`src/rtl/prng_byte_unpacker.sv`:
```
// -----------------------------------------------------------------------------
// prng_byte_unpacker
//
// Purpose:
//   Byte-granular unpacker placed between the ChaCha20 PRNG core and SamplerZ.
//   It accepts 512-bit keystream blocks into a 128-byte circular buffer made
//   of two 64-byte halves. It serves requests of 1..MAX_REQ bytes in stream
//   order, and a request may straddle either half boundary.
//
// Ports:
//   clk          clock, rising edge
//   rst          asynchronous active-high reset
//   flush_i      discard all buffered bytes (priority over fill and serve)
//   blk_valid_i  upstream block available
//   blk_data_i   upstream block, byte k = blk_data_i[8k+:8]
//   blk_ready_o  block accepted when blk_valid_i & blk_ready_o
//   req_valid_i  downstream byte request
//   req_len_i    requested length in bytes, legal 1..MAX_REQ
//   req_ready_o  request accepted when req_valid_i & req_ready_o
//   rsp_valid_o  one-cycle response strobe, the cycle after acceptance
//   rsp_data_o   response bytes, little-endian, zero above 8*len
//   level_o      registered count of buffered bytes (0..128)
//   err_o        sticky illegal-length flag, cleared only by rst
//   byte_cnt_o   (PRNG_UNPACK_STATS_EN only) total bytes delivered, mod 2^32
//
// Configuration:
//   PRNG_UNPACK_STATS_EN  when defined, adds byte_cnt_o and its counter.
// -----------------------------------------------------------------------------
module prng_byte_unpacker #(
  parameter int BLK_BYTES = 64,
  parameter int MAX_REQ   = 9,
  parameter int CNT_W     = 8
) (
  input  logic                     clk,
  input  logic                     rst,
  input  logic                     flush_i,
  input  logic                     blk_valid_i,
  input  logic [8*BLK_BYTES-1:0]   blk_data_i,
  output logic                     blk_ready_o,
  input  logic                     req_valid_i,
  input  logic [3:0]               req_len_i,
  output logic                     req_ready_o,
  output logic                     rsp_valid_o,
  output logic [8*MAX_REQ-1:0]     rsp_data_o,
  output logic [CNT_W-1:0]         level_o,
  output logic                     err_o
`ifdef PRNG_UNPACK_STATS_EN
  ,
  output logic [31:0]              byte_cnt_o
`endif
);

  localparam int BUF_BYTES = 2 * BLK_BYTES;
  localparam int AW        = $clog2(BUF_BYTES);
  localparam int HW        = AW - 1;
  localparam logic [CNT_W-1:0] BLK_LVL = CNT_W'(BLK_BYTES);
  localparam logic [3:0]       MAX_LEN = 4'(MAX_REQ);

  logic [7:0]             buf_r [BUF_BYTES];
  logic                   wr_ptr_r;
  logic [AW-1:0]          rd_ptr_r;
  logic [CNT_W-1:0]       level_r;
  logic                   rsp_valid_r;
  logic [8*MAX_REQ-1:0]   rsp_data_r;
  logic                   err_r;

  logic                   len_ok_s;
  logic                   fill_s;
  logic                   serve_s;
  logic [CNT_W-1:0]       level_nxt_s;
  logic [8*MAX_REQ-1:0]   rsp_nxt_s;

  // Handshakes and next fill level; readiness looks only at the pre-update level.
  always_comb begin
    len_ok_s    = (req_len_i != 4'd0) && (req_len_i <= MAX_LEN);
    blk_ready_o = (level_r <= BLK_LVL) && !flush_i;
    req_ready_o = len_ok_s && (level_r >= CNT_W'(req_len_i)) && !flush_i;
    fill_s      = blk_valid_i && blk_ready_o;
    serve_s     = req_valid_i && req_ready_o;
    level_nxt_s = level_r
                + (fill_s  ? BLK_LVL            : {CNT_W{1'b0}})
                - (serve_s ? CNT_W'(req_len_i)  : {CNT_W{1'b0}});
  end

  // Gather the requested bytes in stream order; the index wraps naturally mod 128.
  always_comb begin
    rsp_nxt_s = {(8*MAX_REQ){1'b0}};
    for (int i = 0; i < MAX_REQ; i++) begin
      if (4'(i) < req_len_i) begin
        rsp_nxt_s[8*i +: 8] = buf_r[rd_ptr_r + AW'(i)];
      end else begin
        rsp_nxt_s[8*i +: 8] = 8'h00;
      end
    end
  end

  // Buffer storage: an accepted block always lands on a half boundary.
  // A block is accepted only while level <= 64, so the target half holds no unread bytes.
  always_ff @(posedge clk) begin
    if (fill_s) begin
      for (int k = 0; k < BLK_BYTES; k++) begin
        buf_r[{wr_ptr_r, HW'(k)}] <= blk_data_i[8*k +: 8];
      end
    end
  end

  // Pointers, level and response registers; flush overrides fill and serve.
  always_ff @(posedge clk or posedge rst) begin
    if (rst) begin
      wr_ptr_r    <= 1'b0;
      rd_ptr_r    <= {AW{1'b0}};
      level_r     <= {CNT_W{1'b0}};
      rsp_valid_r <= 1'b0;
      rsp_data_r  <= {(8*MAX_REQ){1'b0}};
    end else if (flush_i) begin
      wr_ptr_r    <= 1'b0;
      rd_ptr_r    <= {AW{1'b0}};
      level_r     <= {CNT_W{1'b0}};
      rsp_valid_r <= 1'b0;
    end else begin
      rsp_valid_r <= serve_s;
      level_r     <= level_nxt_s;
      if (fill_s) begin
        wr_ptr_r <= ~wr_ptr_r;
      end
      if (serve_s) begin
        rsp_data_r <= rsp_nxt_s;
        rd_ptr_r   <= rd_ptr_r + AW'(req_len_i);
      end
    end
  end

  // Sticky error on any presented request with an illegal length.
  always_ff @(posedge clk or posedge rst) begin
    if (rst) begin
      err_r <= 1'b0;
    end else if (req_valid_i && !len_ok_s) begin
      err_r <= 1'b1;
    end
  end

  assign rsp_valid_o = rsp_valid_r;
  assign rsp_data_o  = rsp_data_r;
  assign level_o     = level_r;
  assign err_o       = err_r;

`ifdef PRNG_UNPACK_STATS_EN
  logic [31:0] byte_cnt_r;

  // Delivered-byte counter, cleared by reset and flush, wraps at 2^32.
  always_ff @(posedge clk or posedge rst) begin
    if (rst) begin
      byte_cnt_r <= 32'd0;
    end else if (flush_i) begin
      byte_cnt_r <= 32'd0;
    end else if (serve_s) begin
      byte_cnt_r <= byte_cnt_r + 32'(req_len_i);
    end
  end

  assign byte_cnt_o = byte_cnt_r;
`endif

endmodule

```
`config.mk`:
```
export PLATFORM = sky130hd
export DESIGN_NAME = prng_byte_unpacker
export DESIGN_NICKNAME = d
export VERILOG_FILES = /design/src/rtl/prng_byte_unpacker.sv
export SDC_FILE = /design/constraint.sdc
export NUM_CORES = 2
export LEC_CHECK = 0
export BUFFER_PORTS_ARGS = -buffer_cell sky130_fd_sc_hd__buf_2
export CORE_MARGIN = 10
export CORE_UTILIZATION = 35
export DETAILED_ROUTE_END_ITERATION = 8
export HOLD_SLACK_MARGIN = 0.03
export PLACE_DENSITY = 0.52
export SLEW_MARGIN = 20
export SYNTH_ARGS = -nofsm -noshare
export SYNTH_HDL_FRONTEND = slang
export SYNTH_SLANG_ARGS = --single-unit
```
`constraint.sdc`:
```
create_clock -name clk -period 29 [get_ports clk]
set_clock_uncertainty 0.05 [all_clocks]
set_input_delay 5.8 -clock clk [delete_from_list [all_inputs] [get_ports clk]]
set_output_delay 5.8 -clock clk [all_outputs]
set_load 0.005 [all_outputs]
```
==> out/metrics.yaml <==
run_status:
  status: "finished clean"
yosys:
  synth_top_area_cell: "edfxtp_1"
  synth_area_um2: 82400
  syn_nets: 6604
  synth_edf_count: 1024
  synth_cell_types: 79
  async_reset_ff_share_pct: 8.08
  ys.flop_type: "edfxtp_1"
  syn_avg_cell_area_um2: 13.6
  yosysWarnings: 0
  netlist_instances: 6050
  synth_top_area_share_pct: 37.3
  ys_seq_area_share_pct: 40.1
  ys_ff_latch: 1114
  synth_area_leaders: "edfxtp_1, mux4_2, mux2i_1, nand2_1, dfrtp_1"
finish:
  seq_area_um2: 33000
  final_nets: 6984
  layout_commonest_cell: "mux4_2"
  layout-drive-gt1-share_pct: 36.9
  final_cell_mix: "mux4_2, edfxtp_1, nand2_1"
  areaGrowthSynthToFinish_pct: 13.5
  fill_cells: 22200
  multiInputGateArea_um2: 47000
  final_cells: 9709
pwr:
  p_int_mw: 4.48
  p_comb_share_pct: 49.6
  seq_power_share_pct: 28.1
  power_leakage_nw: 31.2
  clockPowerShare_pct: 22.3
  power.switching_mw: 3.58
  p_sw_share_pct: 44.4
  ir_drop_mv: 0.0623
  power_mw: 8.06
  power_density_nw_per_um2: 86.2
critical_path:
  crit_start: "req_len_i[2]"
  crit_chain: "buf_2 -> inv_1 -> ha_1 -> a21oi_1 -> o21ai_0 -> a31o_2 -> nand2_1 -> nor2_1 -> buf_2"
  worst-path-buf-inv: 3
  end_kind: "primary output"
  ff2ff_setup_slack_ps: 22360
  rr_startpoint: "rd_ptr_r[0]"
  cp-start-kind: "primary input"
  worstPathRequired_ps: 23150
  ff2ff_path_depth: 11
  critical-path-top-delay-family: "compound AO/OA/AOI/OAI gates"
  max_stage_delay_ps: 360
  worst_path_most_repeated_cell: "buf_2"
  slowest_stage: "a31o_2"
  cp_max_fo: 8
  cp_data_arrival_time_ps: 7470
  crit_cells: 9
  worst-setup-path-type: "in -> out"
  crit_end: "req_ready_o"
  worstReg2RegEnd: "rsp_data_o[59]"
timing:
  setup-tns-final_ps: 0
  hold_violations: 0
  timing.final.ws_setup_ps: 15680
  finalCritPeriodShare_pct: 45.9
  fmax_mhz: 75.1
  tightest_slew_ps: 1410
  finalCriticalPeriod_ps: 13320
  grt_setup_unrepaired: "no"
  relSlewSlack_pct: 4.83
  timing.hold.ws_ps: 445
  drv_slew: 0
  setup_violations: 0
detailed_routing:
  drtIter0Drc: 11900
  wl_per_cell_um: 44.6
  totalWireLength_um: 433000
  ant_nets: 0
  dr.pass1.iters: 8
  drc: 0
  num_vias: 69300
  via_per_inst: 7.14
global_route:
  gr-usage-met1_pct: 39.7
  grt_util_met3_pct: 11.9
  grt_start_max_net_pins: 138
  gr-total-overflow: 0
  grt_pass1_wl_um: 578000
  track_usage_pct: 32.7
  grt_use_met2_pct: 46.1
  antenna_found_initial: 48
  grt_pass1_vias: 65200
  grt-busiest-layer: "met2"
placed_design:
  post-place-cells: 9442
  dp_hpwl_um: 320000
  post-place-ws_ps: 15730
  io_buffers: 604
  place_congestion: 1.04
clock_tree:
  path_clk_slew_ps: 60
  cts_buffers: 133
  ctsResizeCount: 0
  cts_tree: "done"
  clk_latency_ps: 860
  clk_path_buf_depth: 3
  cts_setup_buffers: 0
  clkSinkCount: 1114
  htreeDepth: 4
  cts-root-buf: "clkbuf_16"
  ctsHoldBuffers: 0
floorplanning:
  std_cell_rows: 178
  fp.dieW_um: 505
  ioPinCount: 605
  initial_core_util_pct: 35.1
  die_h_um: 505
  core-area_um2: 235000
  dieArea_um2: 255000
flow_run:
  drv_cap: 0
worst_hold_path:
  hold_class: "reg -> reg"
through the flow:
step           cell area (um2)  utilization, %
6_report                 93500            39.8
5_1_grt                  93500            39.8
4_1_cts                  93400            39.8
3_5_place_dp             88900            37.9
3_3_place_gp             88900            37.9
2_1_floorplan            82400               -
final cells by class:
cell class | count | share of cell area, %
Sequential cell | 1114 | 35.3
Inverter | 20 | 0.0883
Clock inverter | 87 | 1.20
Antenna cell | 25 | 0.0669
Tap cell | 3150 | 4.21
Clock buffer | 152 | 3.67
Timing Repair Buffer | 832 | 5.23
Multi-Input combinational cell | 4329 | 50.2
worst min path at each step:
stage / startpoint / endpoint / slack (ps) / depth (start not counted)
3_3_place_gp: rsp_data_o[60] / rsp_data_o[60] / 430 / 1
5_1_grt: rsp_data_o[60] / rsp_data_o[60] / 450 / 1
4_1_cts: rsp_data_o[60] / rsp_data_o[60] / 440 / 1
3_5_place_dp: rsp_data_o[60] / rsp_data_o[60] / 430 / 1
6_report: rsp_data_o[60] / rsp_data_o[60] / 450 / 1
2_1_floorplan: err_o / err_o / 420 / 1
cell usage after synthesis (9+ instances only):
| library cell | count |
|---|---|
| a22oi_1 | 105 |
| a21o_1 | 10 |
| nor2b_1 | 14 |
| xnor2_1 | 35 |
| o21ai_0 | 50 |
| a221oi_1 | 77 |
| a2111o_1 | 10 |
| ha_1 | 31 |
| o211ai_1 | 43 |
| buf_4 | 91 |
| o2111ai_1 | 14 |
| buf_1 | 56 |
| mux2_2 | 129 |
| a31oi_1 | 30 |
| nand3_1 | 103 |
| o221ai_1 | 26 |
| or3_1 | 22 |
| mux2i_1 | 535 |
| o22ai_1 | 66 |
| and2_1 | 15 |
| nor2_1 | 244 |
| clkbuf_1 | 213 |
| edfxtp_1 | 1024 |
| a32o_1 | 21 |
| nand2_1 | 828 |
| inv_1 | 17 |
| buf_6 | 23 |
| a22o_1 | 29 |
| nor4_1 | 42 |
| buf_2 | 204 |
| o311ai_0 | 9 |
| nand4_1 | 35 |
| o31ai_1 | 13 |
| a32oi_1 | 53 |
| o41ai_1 | 16 |
| mux4_2 | 1132 |
| a211oi_1 | 50 |
| nor3_1 | 54 |
| nand2b_1 | 12 |
| xor2_1 | 15 |
| a2111oi_0 | 10 |
| a21oi_1 | 349 |
| dfrtp_1 | 90 |
routing by layer:
layer	part of all wire [%]	wire length [um]
met3	13	57600
met1	35	150000
met4	10	45500
met2	42	180000
met5	0.043	185
cell families after synthesis:
family / synth area share (%)
xor+xnor: 0.571
fa+ha+maj: 0.519
mux: 39.2
compound gates: 8.70
buf+inv: 3.70
flops: 40.1
simple gates: 7.24
flip-flops by register name (all words and copies together) (netlist names):
signal / count
buf_r: 1024
err_o: 1
level_o: 8
rd_ptr_r: 7
rsp_data_o: 72
rsp_valid_o: 1
wr_ptr_r: 1
power groups by stage:
stage	clock, mW	sequential, mW	combinational, mW
floorplan	0	2.21	2.33
global placement	0	2.27	3.81
detailed placement	0	2.27	3.81
CTS	1.81	2.24	3.83
global route	1.88	2.27	4.04
finish	1.80	2.27	4.00
Note: power is estimated with default switching activity, not from simulation.
